## src/rtl/uart_tx_if.sv

```systemverilog
// Byte handshake between a byte source and uart_tx.
// Carries data_in/data_valid/data_ready plus the per-byte frame options.
interface uart_tx_if;
    logic [7:0] data_in;
    logic       data_valid;
    logic       data_ready;
    logic [1:0] parity_type;
    logic       nstop;

    modport master (
        output data_in,
        output data_valid,
        output parity_type,
        output nstop,
        input  data_ready
    );

    modport slave (
        input  data_in,
        input  data_valid,
        input  parity_type,
        input  nstop,
        output data_ready
    );
endinterface

```

## src/rtl/uart_tx.sv

```systemverilog
// UART transmitter, 16 clocks per bit, optional parity and 1/2 stop bits.
// Ports: clock, reset (async, high), tx_en, bus (uart_tx_if.slave), txd, tx_done.
// Option: define UART_TX_BUFFER_EN for a one-entry holding buffer.
module uart_tx (
    input  logic      clock,
    input  logic      reset,
    input  logic      tx_en,
    uart_tx_if.slave  bus,
    output logic      txd,
    output logic      tx_done
);

    typedef enum logic [2:0] {
        S_IDLE,
        S_START,
        S_DATA,
        S_PARITY,
        S_STOP1,
        S_STOP2
    } state_t;

    state_t     state_q;
    logic [3:0] timer_q;
    logic [2:0] cnt_q;
    logic [7:0] byte_q;
    logic [1:0] par_q;
    logic       two_q;
    logic       txd_q;
    logic       done_q;
    // Keeps data_ready low during reset and the first cycle after it.
    logic       live_q;

    logic       xfer;
    logic       bit_end;
    logic       fend;
    logic       go_end;
    logic [7:0] nxt_byte;
    logic [1:0] nxt_par;
    logic       nxt_two;

`ifdef UART_TX_BUFFER_EN
    logic       buf_full_q;
    logic [7:0] buf_byte_q;
    logic [1:0] buf_par_q;
    logic       buf_two_q;

    assign bus.data_ready = tx_en & live_q & ~buf_full_q;
`else
    assign bus.data_ready = tx_en & live_q & (state_q == S_IDLE);
`endif

    assign xfer    = bus.data_valid & bus.data_ready;
    assign bit_end = (timer_q == 4'd15);
    // Last cycle of the final stop bit.
    assign fend    = bit_end &
                     (((state_q == S_STOP1) & ~two_q) |
                      (state_q == S_STOP2));

    // Source of the frame that follows the current one without a gap.
    always_comb begin
        nxt_byte = bus.data_in;
        nxt_par  = bus.parity_type;
        nxt_two  = bus.nstop;
        go_end   = 1'b0;
`ifdef UART_TX_BUFFER_EN
        go_end = buf_full_q | xfer;
        if (buf_full_q) begin
            nxt_byte = buf_byte_q;
            nxt_par  = buf_par_q;
            nxt_two  = buf_two_q;
        end
`endif
    end

    always_ff @(posedge clock or posedge reset) begin
        if (reset) begin
            state_q <= S_IDLE;
            timer_q <= 4'd0;
            cnt_q   <= 3'd0;
            byte_q  <= 8'd0;
            par_q   <= 2'd0;
            two_q   <= 1'b0;
            txd_q   <= 1'b1;
            done_q  <= 1'b0;
            live_q  <= 1'b0;
`ifdef UART_TX_BUFFER_EN
            buf_full_q <= 1'b0;
            buf_byte_q <= 8'd0;
            buf_par_q  <= 2'd0;
            buf_two_q  <= 1'b0;
`endif
        end else begin
            live_q  <= 1'b1;
            done_q  <= 1'b0;
            timer_q <= timer_q + 4'd1;
`ifdef UART_TX_BUFFER_EN
            // Mid-frame acceptance parks the byte with its options.
            if (xfer && state_q != S_IDLE && !fend) begin
                buf_full_q <= 1'b1;
                buf_byte_q <= bus.data_in;
                buf_par_q  <= bus.parity_type;
                buf_two_q  <= bus.nstop;
            end
`endif
            unique case (state_q)
                S_IDLE: begin
                    timer_q <= 4'd0;
                    txd_q   <= 1'b1;
                    if (xfer) begin
                        byte_q  <= bus.data_in;
                        par_q   <= bus.parity_type;
                        two_q   <= bus.nstop;
                        txd_q   <= 1'b0;
                        state_q <= S_START;
                    end
                end
                S_START: begin
                    if (bit_end) begin
                        cnt_q   <= 3'd0;
                        txd_q   <= byte_q[0];
                        state_q <= S_DATA;
                    end
                end
                S_DATA: begin
                    if (bit_end) begin
                        if (cnt_q == 3'd7) begin
                            if (par_q[1]) begin
                                txd_q   <= (^byte_q) ^ par_q[0];
                                state_q <= S_PARITY;
                            end else begin
                                txd_q   <= 1'b1;
                                state_q <= S_STOP1;
                            end
                        end else begin
                            cnt_q <= cnt_q + 3'd1;
                            txd_q <= byte_q[cnt_q + 3'd1];
                        end
                    end
                end
                S_PARITY: begin
                    if (bit_end) begin
                        txd_q   <= 1'b1;
                        state_q <= S_STOP1;
                    end
                end
                S_STOP1, S_STOP2: begin
                    if (bit_end && state_q == S_STOP1 && two_q) begin
                        state_q <= S_STOP2;
                    end
                    if (fend) begin
                        done_q <= 1'b1;
                        if (go_end) begin
                            byte_q  <= nxt_byte;
                            par_q   <= nxt_par;
                            two_q   <= nxt_two;
                            txd_q   <= 1'b0;
                            state_q <= S_START;
`ifdef UART_TX_BUFFER_EN
                            buf_full_q <= 1'b0;
`endif
                        end else begin
                            state_q <= S_IDLE;
                        end
                    end
                end
                default: begin
                    txd_q   <= 1'b1;
                    state_q <= S_IDLE;
                end
            endcase
        end
    end

    assign txd     = txd_q;
    assign tx_done = done_q;

endmodule

```

## src/flat_wrapper.sv

```systemverilog
// flat-port wrapper written by rule: the top's interface ports become plain ports
module uart_tx_flat 
  (clock, reset, tx_en, txd, tx_done, bus_data_in, bus_data_valid, bus_parity_type, bus_nstop, bus_data_ready);
  uart_tx_if bus_i ();
  input  logic clock;
  input  logic reset;
  input  logic tx_en;
  output logic txd;
  output logic tx_done;
  input wire logic [$bits(bus_i.data_in)-1:0] bus_data_in;
  input wire logic [$bits(bus_i.data_valid)-1:0] bus_data_valid;
  input wire logic [$bits(bus_i.parity_type)-1:0] bus_parity_type;
  input wire logic [$bits(bus_i.nstop)-1:0] bus_nstop;
  output wire logic [$bits(bus_i.data_ready)-1:0] bus_data_ready;
  assign bus_i.data_in = bus_data_in;
  assign bus_i.data_valid = bus_data_valid;
  assign bus_i.parity_type = bus_parity_type;
  assign bus_i.nstop = bus_nstop;
  assign bus_data_ready = bus_i.data_ready;
  uart_tx u_core (.clock(clock), .reset(reset), .tx_en(tx_en), .bus(bus_i), .txd(txd), .tx_done(tx_done));
endmodule
```

## config.mk

```make
export PLATFORM = sky130hd
export DESIGN_NAME = uart_tx_flat
export DESIGN_NICKNAME = d
export VERILOG_FILES = /design/src/rtl/uart_tx_if.sv /design/src/rtl/uart_tx.sv /design/src/flat_wrapper.sv
export SDC_FILE = /design/constraint.sdc
export NUM_CORES = 1
export LEC_CHECK = 0
export CAP_MARGIN = 5
export CORE_ASPECT_RATIO = 0.8
export CORE_MARGIN = 5
export CORE_UTILIZATION = 50
export CTS_BUF_LIST = sky130_fd_sc_hd__clkbuf_16
export CTS_CLUSTER_DIAMETER = 40
export DETAILED_ROUTE_END_ITERATION = 6
export GPL_TIMING_DRIVEN = 0
export PLACE_DENSITY = 0.74
export SLEW_MARGIN = 5
export SYNTH_ARGS = -nofsm -noshare
export SYNTH_HDL_FRONTEND = slang
export SYNTH_SLANG_ARGS = --single-unit
```

## constraint.sdc

```tcl
create_clock -name clock -period 4.6 [get_ports clock]
set_clock_uncertainty 0.1 [all_clocks]
set_input_delay 0.92 -clock clock [delete_from_list [all_inputs] [get_ports clock]]
set_output_delay 0.92 -clock clock [all_outputs]
set_load 0.005 [all_outputs]
```

Word-level counts from Yosys, hierarchy flattened. Index checks and enable logic that the tools add are counted. Widths: inputs -> output; s select.

Register bits: 24. Memory bits (read-only): 0. Logic and storage cells: 70. Memories kept: 0. Output and inout port bits: 3. Latch bits: 0. Input bits: 15. RAM bits: 0.

$mul: 0. Shifts and indexed selects: 0. Reduce and logical (&&, ||, !) cells: 10. Equality and inequality tests: 14. Divide/modulo/power cells: 0. Order comparisons: 1. Muxes and demuxes: 25. Bitwise operators: 9. $add $sub $neg: 2.

Operator list (count): $mux 3 (11); $pmux 3 s5 (1); $ne 2x1->1 const B (5); $eq 3x3->1 const B (3); $mux 1 (9); $reduce_and 4->1 (2); $reduce_xor 8->1 (1); $eq 3x2->1 const B (2); $pmux 3 s2 (1); $reduce_and 6->1 (1); $and 1x1->1 (5); $pmux 1 s5 (1); $add 4x1->4 const B (1); $eq 4x4->1 const B (1); $lt 3x4->1 const B (1); $mux 4 (1); $add 3x1->3 const B (1); $bmux 1 s3 (1); $eq 3x1->1 const B (1); $logic_not 3->1 (1); $ne 3x1->1 const B (1); $logic_and 1x1->1 (2); $ne 2x2->1 const B (1); $not 1->1 (2); other kinds (5) (5).

Depth between registers and ports, before layout. Gate-level depths: netlist of the first run.

Word-level depth: 6. Gate-level depth with buffers: 7. Gate-level depth less buffers: 7.

Worst setup path after synthesis of the first run. No wires, ideal clock.

Kind: register -> output. From: register u_core.state_q[0]. To: output port bus_data_ready. Required time: 3.580 ns. Data arrival time: 1.112 ns. Path slack: 2.468 ns. Path buffers: 1. Stages on the path, launching flop included: 4. Cell sequence: dfrtp_1 -> clkbuf_1 -> nor3_1 -> and3_1.

Word-level cells in the longest chain between the ends: 2.

Ends and longest elaborated chain: start: declaration (RTL line uart_tx.sv:22) `state_t state_q;`; start signal: assignment (RTL line uart_tx.sv:77) `state_q <= S_IDLE;`; start signal: assignment (RTL line uart_tx.sv:114) `state_q <= S_START;`; start signal: assignment (RTL line uart_tx.sv:121) `state_q <= S_DATA;`; $logic_not 3->1 (RTL line uart_tx.sv:49) `assign bus.data_ready = tx_en & live_q & (state_q == S_IDLE);`; $and 1x1->1 (RTL line uart_tx.sv:49); end: declaration (RTL line flat_wrapper.sv:14) `output wire logic [$bits(bus_i.data_ready)-1:0] bus_data_ready;`.

No other way between the ends.

Worst setup path in the final report of the first run. Same ends and word-level chain as after synthesis.

==> flow_summary.json, run 1 <==
{
  "crit_fanout": 10,
  "clkLatencyLatePin_ns": 0.26,
  "clock_path_buffers": 2,
  "syn_inst": 107,
  "grt_pass1_wl_um": 4010,
  "power_density_mw_per_mm2": 636,
  "fin_crit_ns": 3.06,
  "synth_cell_types": 36,
  "seq_area_frac_synth": 0.485,
  "crit_path_end_kind": "output pin",
  "cts_resized": 0,
  "max_freq_mhz": 327,
  "worstPathRequired_ns": 3.58,
  "cts_max_level": 1,
  "dr.pass1.iters": 4,
  "critical_path_class": "reg -> out",
  "port_buffers": 17,
  "synth_top_cells_by_area": "dfrtp_1 46%, mux2_2 11%, xnor2_1 4.9%",
  "setup.worst_path.start": "u_core.state_q[0]",
  "synth-edff-count": 0,
  "synthArstFlopShare": 1.00,
  "ir_drop_mv": 0.416,
  "ctsHoldBuffers": 0,
  "wl_per_cell_um": 14.6,
  "track_usage": 0.150,
  "area_growth_pct": 24.9,
  "hpwl_um": 1760,
  "setup-violations-final": 0,
  "clk_pin_slew_ns": 0.06,
  "die-area_mm2": 0.00359,
  "cts-buffers-inserted": 3,
  "antenna_found_initial": 0,
  "drv_slew": 0,
  "routed_wl_um": 2260,
  "drc": 0,
  "fin_nets": 147,
  "multiInputGateArea_um2": 604,
  "first_iter_violations": 47,
  "synth-seq-cells": 24,
  "pin_count": 18,
  "regArea_um2": 602,
  "clock-sinks": 24,
  "worstPathArrival_ns": 2.04,
  "core_mm2": 0.00240,
  "hold_violations": 0,
  "gp_congestion": 0.887,
  "fin_cells": 155,
  "grt_overflow": 0,
  "ant_nets": 0,
  "diodes": 0,
  "rows": 16,
  "status": "completed",
  "tightest_slew_ns": 0.898,
  "leakage_nw": 0.667,
  "finalSetupTns_ns": 0,
  "viasPerCell": 5.72,
  "synth-main-ff-cell": "dfrtp_1",
  "grt_max_degree": 25,
  "cts_tree": "yes",
  "postSynthAreaPerCell_um2": 11.6,
  "grt_pass1_vias": 843,
  "r2r-start": "u_core.cnt_q[0]",
  "synth.cell_area_mm2": 0.00124,
  "post_cts_buffers": 0,
  "min_from": "u_core.timer_q[0]",
  "start_util": 0.517,
  "netlist.area_leader.share": 0.464,
  "fillers": 201,
  "vias": 886,
  "hp-class": "reg -> reg",
  "start_kind": "register",
  "maxCapViolCount": 0,
  "yosys.area.top_type": "dfrtp_1",
  "drive_gt1_frac": 0.156,
  "slew_headroom": 0.401,
  "synth_nets": 125,
  "dieWidth_um": 65.7,
  "fin_crit_sh": 0.665,
  "setup_ws_ns": 1.54,
  "clockRootBuffer": "clkbuf_16",
  "dp_slack_ns": 1.55,
  "yosys_warnings": 0,
  "die_h_um": 54.6,
  "rsz0062_at_grt": "false",
  "dp_cells": 151
}
cells in the final DEF (no fill, tap or decap), drive strengths merged, types with 2 or more instances in the layout:
cell type,instances
dfrtp,23
clkdlybuf4s50,17
mux2,12
nor2,7
xnor2,7
inv,4
nand2,4
mux2i,4
clkbuf,4
nand3,3
a21oi,3
nor2b,3
o21ai,3
nor3,3
ha,3
o32ai,2
and3,2
a22o,2
a21boi,2
o22ai,2
buf,2
metrics by stage:
stage               utilization  cell area [um2]  power (mW)  hold WS [ns]
floorplan                     -             1240       0.658         0.332
global placement          0.602             1450       0.734         0.350
detailed placement        0.602             1450       0.748         0.371
CTS                       0.645             1550       0.999         0.379
global route              0.645             1550        1.06         0.402
finish                    0.645             1550       0.986         0.376
sequential cells by signal, indices dropped and copies added, names as in the netlist:
signal,count
u_core.cnt_q,3
u_core.txd,1
u_core.byte_q,8
u_core.state_q,3
u_core.two_q,1
u_core.timer_q,4
u_core.live_q,1
u_core.par_q,2
u_core.tx_done,1
power by group:
group / internal [mW] / switching (mW) / leakage (nW)
logic: 0.221 / 0.158 / 0.314
clock network: 0.173 / 0.0711 / 0.0511
registers: 0.290 / 0.0725 / 0.302
cell families (layout without fill, tap and decap cells):
logic type      count (synthesis)  in the layout  synth area share
xor+xnor                        9              9            0.0746
simple gates                   26             26             0.106
flops                          24             24             0.485
mux                            17             17             0.159
fa+ha+maj                       3              3            0.0302
compound gates                 20             20             0.114
buf+inv                         7             28            0.0282
other cells                     1              1           0.00302
worst paths after layout:
kind / end / slack (ns) / cells past startpoint
min in group asynchronous: u_core.live_q / 1.06 / 2
max reg2reg: u_core.txd / 2.38 / 7
min: u_core.timer_q[0] / 0.38 / 1
max in group asynchronous: u_core.timer_q[2] / 2.79 / 2
min reg2reg: u_core.timer_q[0] / 0.38 / 1
max: bus_data_ready / 1.54 / 4
cell type report:
| type | instances | share of cell area |
|---|---|---|
| inverter | 4 | 0.00969 |
| timing repair buffer | 17 | 0.110 |
| multi-input combinational | 76 | 0.390 |
| clock inverter | 1 | 0.0194 |
| sequential | 24 | 0.388 |
| clock buffer | 3 | 0.0484 |
| tap | 27 | 0.0218 |
| buffer | 3 | 0.0129 |
worst max-delay path: stages, from the launching register on:
cell,delay [ns]
dfrtp_1,0.37
clkbuf_1,0.20
nor3_1,0.49
and3_1,0.22
clkdlybuf4s50_1,0.49
cells in the mapped netlist (all sizes together), types with 2 or more instances:
cell	n
xnor2	7
mux2	12
a21boi	2
inv	4
o21ai	3
nor2b	3
nand2	4
o32ai	2
nor3	3
buf	2
nand3	3
a22o	2
a21oi	3
dfrtp	23
mux2i	4
nor2	7
o22ai	2
and3	2
ha	3
per-layer routing:
metal / vias to the layer above / GRT usage / wire, um
met5: - / 0 / 0
li1: 432 / - / -
met3: 4 / 0.0452 / 121
met4: 0 / 0.0414 / 19
met2: 21 / 0.235 / 1080
met1: 429 / 0.204 / 1040
(Power assumes the default switching activity.)
==> run 2: changes to the inputs <==
==> constraint.sdc (replaced) <==
create_clock -name clock -period 3.2 [get_ports clock]
set_clock_uncertainty 0.1 [all_clocks]
set_input_delay 0.64 -clock clock [delete_from_list [all_inputs] [get_ports clock]]
set_output_delay 0.64 -clock clock [all_outputs]
set_load 0.005 [all_outputs]
==> results of run 2 <==
Same layout as run 1 (identical final DEF). Status: completed.
Main changes from that run: setup slack after placement 1.55 ns -> 0.706 ns; setup slack after layout 1.54 ns -> 0.422 ns; register-to-register setup slack 2.38 ns -> 0.98 ns; total power 0.986 mW -> 1.42 mW; worst IR drop on VDD 0.416 mV -> 0.598 mV
